--- src/rtl/maze_gen.sv ---
// ============================================================================
// Module   : maze_gen
// Purpose  : Builds the 20x20 maze bitmap (1 = wall, 0 = floor) by a
//            binary-tree carve over a 9x9 cell lattice, driven by a 16-bit
//            Galois LFSR. One tile write per frame_clk, so the build animates.
// Ports    : frame_clk  - clock (vsync-rate frame tick)
//            Reset      - synchronous, active-high
//            start      - one-cycle request to build a new maze
//            seed_load  - load LFSR from seed this cycle (0 -> SEED_DEFAULT)
//            seed       - LFSR seed value
//            outmaze    - [0:19] rows, outmaze[row][col], bit index = column
//            busy       - high while FILL/CARVE
//            done       - one-cycle pulse when a build completes
//            maze_valid - high from completion until next start/Reset
// Options  : MAZE_LOOPS_EN - when defined, interior cells whose lfsr[3:1] is
//            zero open both north and west passages (maze gains loops).
// Revision : 1.0 - initial release
// ============================================================================
`default_nettype none

module maze_gen #(
  parameter logic [15:0] SEED_DEFAULT = 16'hACE1,
  parameter logic [15:0] LFSR_TAPS    = 16'hB400
) (
  input  logic        frame_clk,
  input  logic        Reset,
  input  logic        start,
  input  logic        seed_load,
  input  logic [15:0] seed,
  output logic [19:0] outmaze [0:19],
  output logic        busy,
  output logic        done,
  output logic        maze_valid
);

  typedef enum logic [1:0] {
    ST_IDLE  = 2'd0,
    ST_FILL  = 2'd1,
    ST_CARVE = 2'd2
  } state_t;

  state_t      state_q, state_d;
  logic [15:0] lfsr_q, lfsr_d;
  logic [4:0]  row_ctr_q, row_ctr_d;
  logic [3:0]  cell_i_q, cell_i_d;
  logic [3:0]  cell_j_q, cell_j_d;
  logic        busy_q, busy_d;
  logic        done_q, done_d;
  logic        valid_q, valid_d;
  logic [19:0] maze_q [0:19];
  logic [19:0] maze_d [0:19];

  // Tile coordinates of the current cell: r = 2 + 2i, c = 2 + 2j.
  logic [4:0] tile_r;
  logic [4:0] tile_c;
  logic       go_north;
  logic       go_west;

  assign tile_r = {cell_i_q, 1'b0} + 5'd2;
  assign tile_c = {cell_j_q, 1'b0} + 5'd2;

  // Passage choice uses the LFSR value held this cycle (before it advances).
  // Top row can only go west, left column can only go north, spawn cell none.
  always_comb begin
    go_north = 1'b0;
    go_west  = 1'b0;
    if (cell_i_q == 4'd0) begin
      go_west = (cell_j_q != 4'd0);
    end else if (cell_j_q == 4'd0) begin
      go_north = 1'b1;
    end else begin
`ifdef MAZE_LOOPS_EN
      if (lfsr_q[3:1] == 3'b000) begin
        go_north = 1'b1;
        go_west  = 1'b1;
      end else if (lfsr_q[0]) begin
        go_north = 1'b1;
      end else begin
        go_west = 1'b1;
      end
`else
      if (lfsr_q[0]) begin
        go_north = 1'b1;
      end else begin
        go_west = 1'b1;
      end
`endif
    end
  end

  always_comb begin
    // LFSR free-runs in every state; a seed load takes precedence.
    if (seed_load) begin
      lfsr_d = (seed == 16'h0000) ? SEED_DEFAULT : seed;
    end else begin
      lfsr_d = {1'b0, lfsr_q[15:1]} ^ (lfsr_q[0] ? LFSR_TAPS : 16'h0000);
    end

    state_d   = state_q;
    row_ctr_d = row_ctr_q;
    cell_i_d  = cell_i_q;
    cell_j_d  = cell_j_q;
    busy_d    = busy_q;
    done_d    = 1'b0;
    valid_d   = valid_q;
    maze_d    = maze_q;

    case (state_q)
      ST_IDLE: begin
        if (start) begin
          state_d   = ST_FILL;
          busy_d    = 1'b1;
          valid_d   = 1'b0;
          row_ctr_d = 5'd0;
        end
      end
      ST_FILL: begin
        maze_d[row_ctr_q] = 20'hFFFFF;
        if (row_ctr_q == 5'd19) begin
          state_d  = ST_CARVE;
          cell_i_d = 4'd0;
          cell_j_d = 4'd0;
        end else begin
          row_ctr_d = row_ctr_q + 5'd1;
        end
      end
      ST_CARVE: begin
        maze_d[tile_r][tile_c] = 1'b0;
        if (go_north) maze_d[tile_r - 5'd1][tile_c] = 1'b0;
        if (go_west)  maze_d[tile_r][tile_c - 5'd1] = 1'b0;
        if (cell_j_q == 4'd8) begin
          cell_j_d = 4'd0;
          if (cell_i_q == 4'd8) begin
            state_d = ST_IDLE;
            busy_d  = 1'b0;
            done_d  = 1'b1;
            valid_d = 1'b1;
          end else begin
            cell_i_d = cell_i_q + 4'd1;
          end
        end else begin
          cell_j_d = cell_j_q + 4'd1;
        end
      end
      default: state_d = ST_IDLE;
    endcase
  end

  always_ff @(posedge frame_clk) begin
    if (Reset) begin
      state_q   <= ST_IDLE;
      lfsr_q    <= SEED_DEFAULT;
      row_ctr_q <= 5'd0;
      cell_i_q  <= 4'd0;
      cell_j_q  <= 4'd0;
      busy_q    <= 1'b0;
      done_q    <= 1'b0;
      valid_q   <= 1'b0;
      for (int k = 0; k < 20; k++) maze_q[k] <= 20'hFFFFF;
    end else begin
      state_q   <= state_d;
      lfsr_q    <= lfsr_d;
      row_ctr_q <= row_ctr_d;
      cell_i_q  <= cell_i_d;
      cell_j_q  <= cell_j_d;
      busy_q    <= busy_d;
      done_q    <= done_d;
      valid_q   <= valid_d;
      maze_q    <= maze_d;
    end
  end

  assign outmaze    = maze_q;
  assign busy       = busy_q;
  assign done       = done_q;
  assign maze_valid = valid_q;

endmodule

`default_nettype wire

--- config.mk ---
export PLATFORM = sky130hd
export DESIGN_NAME = maze_gen
export DESIGN_NICKNAME = d
export VERILOG_FILES = /design/src/rtl/maze_gen.sv
export SDC_FILE = /design/constraint.sdc
export NUM_CORES = 1
export LEC_CHECK = 0
export CORE_MARGIN = 5
export CORE_UTILIZATION = 48
export CTS_CLUSTER_SIZE = 16
export DETAILED_ROUTE_END_ITERATION = 16
export GPL_TIMING_DRIVEN = 0
export PLACE_DENSITY = 0.79
export SKIP_LAST_GASP = 1
export SYNTH_ARGS = -nofsm -noshare
export SYNTH_HDL_FRONTEND = slang
export SYNTH_SLANG_ARGS = --single-unit
--- constraint.sdc ---
create_clock -name frame_clk -period 2.6 [get_ports frame_clk]
set_clock_uncertainty 0.1 [all_clocks]
set_input_delay 0.78 -clock frame_clk [delete_from_list [all_inputs] [get_ports frame_clk]]
set_output_delay 0.78 -clock frame_clk [all_outputs]
set_load 0.03 [all_outputs]
# After elaboration in Yosys (flattened, before gate mapping)
# Cells that the tools add are included.
dict set report totals {
  elab_cells 136
  input_bits 20
  output_inout_bits 403
  ff_bits 434
}
dict set report classes {
  muxes 48
  n_bitwise 13
  reduce_logical 19
  n_eq_ne 11
  n_addsub 7
  n_lt_le_gt_ge 10
}
# operator n
set ops {}
lappend ops {{400-bit bitwise AND} 3}
lappend ops {{400-bit two-way mux} 3}
lappend ops {{400-bit NOT} 3}
lappend ops {{400-bit case mux with 2 select lines} 1}
lappend ops {{20-bit demux with 5-bit select} 4}
lappend ops {{400-bit OR} 1}
lappend ops {{20-bit two-way mux} 4}
lappend ops {{16-bit two-way mux} 3}
lappend ops {{6-bit >= comparator (second input constant)} 3}
lappend ops {{6-bit by 1-bit less-than comparator with 1-bit output (second input constant)} 3}
lappend ops {{5-bit NOT with 6-bit output} 3}
lappend ops {{16-bit logical NOT} 1}
lappend ops {{4-bit two-way mux} 4}
lappend ops {{4-bit case mux with 2 select lines} 2}
lappend ops {{15-bit by 16-bit XOR with 16-bit output} 1}
lappend ops {{1-bit two-way mux} 15}
lappend ops {{5-bit by 6-bit less-than comparator with 1-bit output (second input constant)} 2}
lappend ops {{2-bit inequality test (second input constant)} 6}
lappend ops {{4-bit AND reduction} 3}
lappend ops {{5-bit by 2-bit adder with 5-bit output (second input constant)} 2}
lappend ops {{1-bit demux with 5-bit select} 2}
lappend ops {{5-bit by 1-bit >= comparator with 1-bit output (second input constant)} 2}
lappend ops {{5-bit two-way mux} 2}
lappend ops {{5-bit case mux with 2 select lines} 1}
lappend ops {{19 further kinds} 34}

# Longest topological paths before layout
dict set report depth {
  word_depth 15
  mapped_depth 10
  mapped_depth_nobuf 7
}

# Least setup slack after synthesis
# Ideal clock, no wire load.
dict set report synth_timing {
  kind {reg2reg}
  startpoint {reg cell_i_q[0]}
  endpoint {reg maze_q, in the netlist outmaze[360]}
  setup_time_ps 144
  path_slack_ps 253
  arrival_time_ps 2103
  stages_incl_launch_ff 9
  period_less_slack_ps 2347
  n_path_buf 3
  cell_sequence {dfxtp_1 -> buf_4 -> inv_1 -> ha_1 -> buf_2 -> or3_1 -> clkbuf_1 -> nor4_2 -> a21oi_1}
}
dict set report synth_via {
  elab_chain_cells 14
  elab_cells_between_ends 29
  cone_classes {2 x add/sub; 4 x order compare; 12 x mux; 8 x bitwise; 3 x reduce/logical}
}
# item line
set synth_rtl {}
lappend synth_rtl {{start: declaration} 45} ;# logic [3:0] cell_i_q, cell_i_d;
lappend synth_rtl {{start signal: assignment} 164} ;# cell_i_q <= cell_i_d;
lappend synth_rtl {{5-bit by 2-bit adder with 5-bit output} 59} ;# assign tile_r = {cell_i_q, 1'b0} + 5'd2;
lappend synth_rtl {{5-bit by 1-bit subtractor with 5-bit output / 5-bit NOT with 6-bit output (equally long branches)} {129, 128, 130}}
lappend synth_rtl {{5-bit NOT with 6-bit output (not written as such), or another cell as far along} 129} ;# if (go_north) maze_d[tile_r - 5'd1][tile_c] = 1'b0;
lappend synth_rtl {{6-bit >= comparator (not written as such), or another cell as far along} 129}
lappend synth_rtl {{1-bit logical AND (not written as such) / 20-bit two-way mux (equally long branches)} {129, 128}}
lappend synth_rtl {{20-bit two-way mux (not written as such) / 20-bit demux with 5-bit select (equally long branches)} {129, 128}}
lappend synth_rtl {{20-bit demux with 5-bit select / 400-bit NOT (equally long branches)} -}
lappend synth_rtl {{400-bit NOT (no source line) / 400-bit bitwise AND (equally long branches)} -}
lappend synth_rtl {{400-bit bitwise AND (no source line)} -}
lappend synth_rtl {{400-bit two-way mux} 129}
lappend synth_rtl {{400-bit two-way mux} 108} ;# case (state_q)
lappend synth_rtl {{400-bit bitwise AND (no source line)} -}
lappend synth_rtl {{400-bit two-way mux *} 130} ;# if (go_west) maze_d[tile_r][tile_c - 5'd1] = 1'b0;
lappend synth_rtl {{400-bit case mux with 2 select lines *} 108}
lappend synth_rtl {{end signal: assignment} 169} ;# maze_q <= maze_d;
lappend synth_rtl {{end: declaration} 50} ;# logic [19:0] maze_q [0:19];
# Every way passes the cells marked *; elsewhere a longest branch is shown, timed or not. The select of a mux whose other input is x is not followed.
# A chain may end at the register's enable or synchronous reset.

# Worst setup path in the final report
dict set report layout_timing {
  startpoint {reg cell_i_q[0]}
  endpoint {reg maze_q, in the netlist outmaze[48]}
}
# The elaborated chain is that of the path after synthesis.

==> results by stage <==
Critical path:
- The worst setup path is of the reg -> reg kind.
- Of all nets on the critical path, the largest fanout is 10.
- The required time at the worst-slack endpoint is 2880 ps.
- The startpoint kind of the worst setup timing path is a flop.
- Data on the critical path arrives at its endpoint at 2890 ps.
- STA classifies the critical path endpoint as a flop.

Yosys:
- The post-synthesis sequential area ratio is 55.5%.
- Of the total synthesized cell area, the portion taken by full adders, half adders and majority gates is 1.44%.
- The synthesized netlist devotes 22.1% of its cell area to compound gates.
- Counting flops with a built-in enable in the synthesized netlist gives 0.
- Counting every instance in the synthesized netlist gives 1,564.
- By count the netlist is led by 434 x dfxtp_1, 251 x nor2_1, 111 x a21oi_1.
- Yosys mapped the design onto 68 distinct sky130hd cell types.
- After synthesis, the cell types taking the most area are dfxtp_1 56%, nor2_1 6.0%, o21bai_1 5.3%.
- The number of synthesized register bits is 434.
- Synthesis produced a netlist with a net count of 1,602.
- For this run, the number of Yosys warnings is 0.
- The synthesized netlist devotes 15.9% of its cell area to simple gates.
- After synthesis, the largest family of logic cells by area is compound AO/OA/AOI/OAI gates.
- In the synthesized netlist the async set-or-reset flop fraction comes to 0%.
- The most used standard cell by instance count after synthesis is dfxtp_1.
- The area share of xor/xnor cells in the synthesized design is 0.784%.
- Multiplexer cells account for 0.776% of the synthesized area.
- The netlist area before placement is 15,600 um^2.
- The top cell type by total area after synthesis is dfxtp_1.
- The top cell type's share of synthesized area is 55.5%.
- Each instance of the synthesized netlist takes up on average 10.0 um^2.
- The commonest register cell after synthesis is dfxtp_1.

Timing:
- The number of setup violations in the final report is 1.
- The number of pins with negative max-slew slack in the final report is 0.
- The number of failing hold endpoints at the final stage is 0.
- The remaining max-slew budget at the tightest pin is 42.3%.
- The final critical-path share of the clock period is 100%.
- The maximum clock frequency is 0.384 GHz.
- The transition at the pin with the smallest max-transition slack is 860 ps.
- The final critical-path setup slack is -7.07 ps.
- The time the worst path needs with I/O delays and setup is 2610 ps.
- Setup repair after global routing could not meet its margin everywhere.

Pwr:
- The switching power as a share of total power is 21.2%.
- Total power for the finished layout comes to 0.0135 W.
- Power spread over the standard cell area amounts to 607 nW/um^2.
- The analysis attributes to cell leakage a power of 8.67 nW.
- The portion of total power attributed to combinational logic is 3.3%.
- The peak ir drop on the vdd network is 0.000452 V.
- The share of total power in sequential cells is 49.6%.
- In this run the power spent charging and discharging nets is 0.00286 W.
- The internal portion of the total power is 0.0106 W.
- The clock network fraction of total power is 47.1%.

CTS:
- The clock root buffer is clkbuf_16.
- The worst-case clock buffer depth is 3.
- TritonCTS built the clock tree.
- After clock tree synthesis, the flow added hold-fix buffers numbering 0.
- TritonCTS created 44 clock buffers.
- The clock slew at the register clock pins of the worst setup and hold paths is 60 ps.
- Clock latency on the worst-skew pair, taken at its later pin, is 540 ps.
- The deepest level of the CTS H-tree is 2.
- The total clock sinks is 434.

Drt:
- The DRC violation total after the first TritonRoute iteration is 897.
- The sum of routed wire length over all layers is 53,400 um.
- The wire length per cell is 21.3 um.
- Using the TritonRoute via totals, the vias-per-cell ratio works out to 5.63.
- The first detailed-routing pass ran for 5 iterations.
- Detailed routing inserted a total of 14,100 vias.
- The DRC violation count after routing is 0.
- The number of nets with antenna violations after routing is 0.

Finish:
- After the last flow step, the layout net total stands at 2,074.
- After filler insertion, the fill cell instance count of the layout stands at 2,532.
- Relative to the synthesized area, the layout overhead comes to 42.0%.
- The utilization of the core after routing is 68.6%.
- In the final layout, the share of cells above drive strength 1 is 10.6%.

Global routing:
- The first-pass GRT wire length is 81,500 um.
- The largest net degree at the start of global routing is 15.
- For this run the aggregate overflow at the end of global routing stands at 0.
- Across every metal layer, demand over resource in global routing totals 28.3%.
- The via count of the first global-routing pass is 14,100.
- The number of antenna violations at the first check in global routing was 2.

Placement:
- Port buffering added 421 buffers.
- The placer congestion estimate is 0.899.
- Summed over all nets, the half-perimeter wirelength after detailed placement is 39,400 um.

Min path:
- The min-delay analysis places its worst path in the category reg -> reg.

Outcome:
- The run finished, with violations left.
- The final reports fail on negative setup slack.

Floorplanning:
- For this design the top-level I/O count stands at 423.
- The floorplan step defined a core boundary enclosing 32,400 um^2.
- The floorplan step set the die height to 191 um.
- The die covers 36,300 um^2.
- Once the floorplan was initialized, standard cells occupied 48.3% of the core.
- The die is 191 um wide.
- The count of standard-cell rows is 66.

Flow run:
- Max-cap violations in this run came to 0.
## state kept, by name (all words and copies together) (netlist names)
| signal | count |
|---|---|
| row_ctr_q | 5 |
| outmaze | 400 |
| cell_j_q | 4 |
| busy | 1 |
| cell_i_q | 4 |
| done | 1 |
| maze_valid | 1 |
| lfsr_q | 16 |
| state_q | 2 |
## per-layer routing
| metal | up-vias | share of wire, % | global-route usage, % |
|---|---|---|---|
| li1 | 6535 | - | - |
| met1 | 6871 | 38 | 33.7 |
| met2 | 596 | 48 | 47.2 |
| met3 | 138 | 9.8 | 9.08 |
| met4 | 0 | 4.6 | 11.7 |
| met5 | - | 0 | 0 |
## path summary, 6_finish.rpt
kind         depth (start not counted)     endpoint        start  slack (ps)
min                                  2    lfsr_q[6]    lfsr_q[7]         370
max                                  7  outmaze[48]  cell_i_q[0]          -7
min reg2reg                          2    lfsr_q[6]    lfsr_q[7]         370
max reg2reg                          7  outmaze[48]  cell_i_q[0]          -7
## cells by family after synthesis
kind of cell / count (synthesis)
AOI/OAI and AO/OA: 464
muxes: 12
xor gates and xnor gates: 14
DFF: 434
adders and majority gates: 18
buffers and inverters: 122
and+or+nand+nor: 500
## power by group through the flow
stage | Clock, W | Combinational, W | Sequential, W
3_3_place_gp | 0 | 0.000422 | 0.00683
3_5_place_dp | 0 | 0.000432 | 0.00683
6_report | 0.00634 | 0.000451 | 0.00668
4_1_cts | 0.00640 | 0.000440 | 0.00668
5_1_grt | 0.00671 | 0.000488 | 0.00668
2_1_floorplan | 0 | 0.000284 | 0.00683
## cell type report
cell class,count,area (um^2),area share [%]
diodes,2,5.00,0.0225
well taps,442,553,2.49
flip-flops and latches,434,8690,39.1
clock buffers,66,1350,6.06
inverters,14,52.6,0.237
multi-input cells,1010,6670,30.0
plain buffers,105,507,2.28
clock inverters,12,125,0.563
repair buffers,427,4260,19.2
## critical path: stages, from the launching register on
cell and delay (ps):
dfxtp_2 400, buf_4 230, inv_2 80, ha_1 190
buf_2 230, or3_4 490, nor3_2 570, a21oi_1 150
## placed cells by master (no fill, tap or decap), types with 4 or more instances in the layout
cell type / n
o22ai_1: 56
clkbuf_2: 4
nand3_1: 26
clkinv_2: 8
o21bai_1: 104
nand3b_1: 6
clkbuf_16: 46
a21oi_1: 111
buf_2: 32
ha_1: 17
xor2_1: 7
mux2i_1: 10
inv_1: 13
clkbuf_8: 12
nor3_1: 4
nor3b_1: 4
buf_4: 14
nor2_4: 12
a21o_1: 8
nor2b_1: 11
o22a_1: 71
nand2b_1: 82
o32ai_1: 12
nor2_1: 241
dfxtp_1: 431
nor4_1: 6
nor2_2: 10
and3_1: 4
nand2_1: 37
nand2_2: 13
o21ai_0: 4
xnor2_1: 5
nand4_1: 4
o32a_1: 67
clkbuf_1: 62
clkdlybuf4s50_1: 420
nor3_2: 9
o21bai_2: 6
a31o_2: 4
## stage by stage
step	TNS, ps	setup slack, ps	hold slack (ps)	area [um^2]	std cells
after CTS	0	4.98	366	22000	2507
after floorplan	0	253	333	15600	1564
after detailed placement	-103470	-781	356	20400	2427
after global routing	-2450	-114	376	22200	2512
after global placement	-87300	-699	339	20400	2427
final	-7.07	-7.07	366	22200	2512
## repair_timing
action	CTS	global route
gates resized for setup	25	49
cloned	2	0
buffers inserted	2	4
setup endpoints to repair	185	275
pin swaps	3	3
Note: power is estimated with default switching activity, not from simulation.
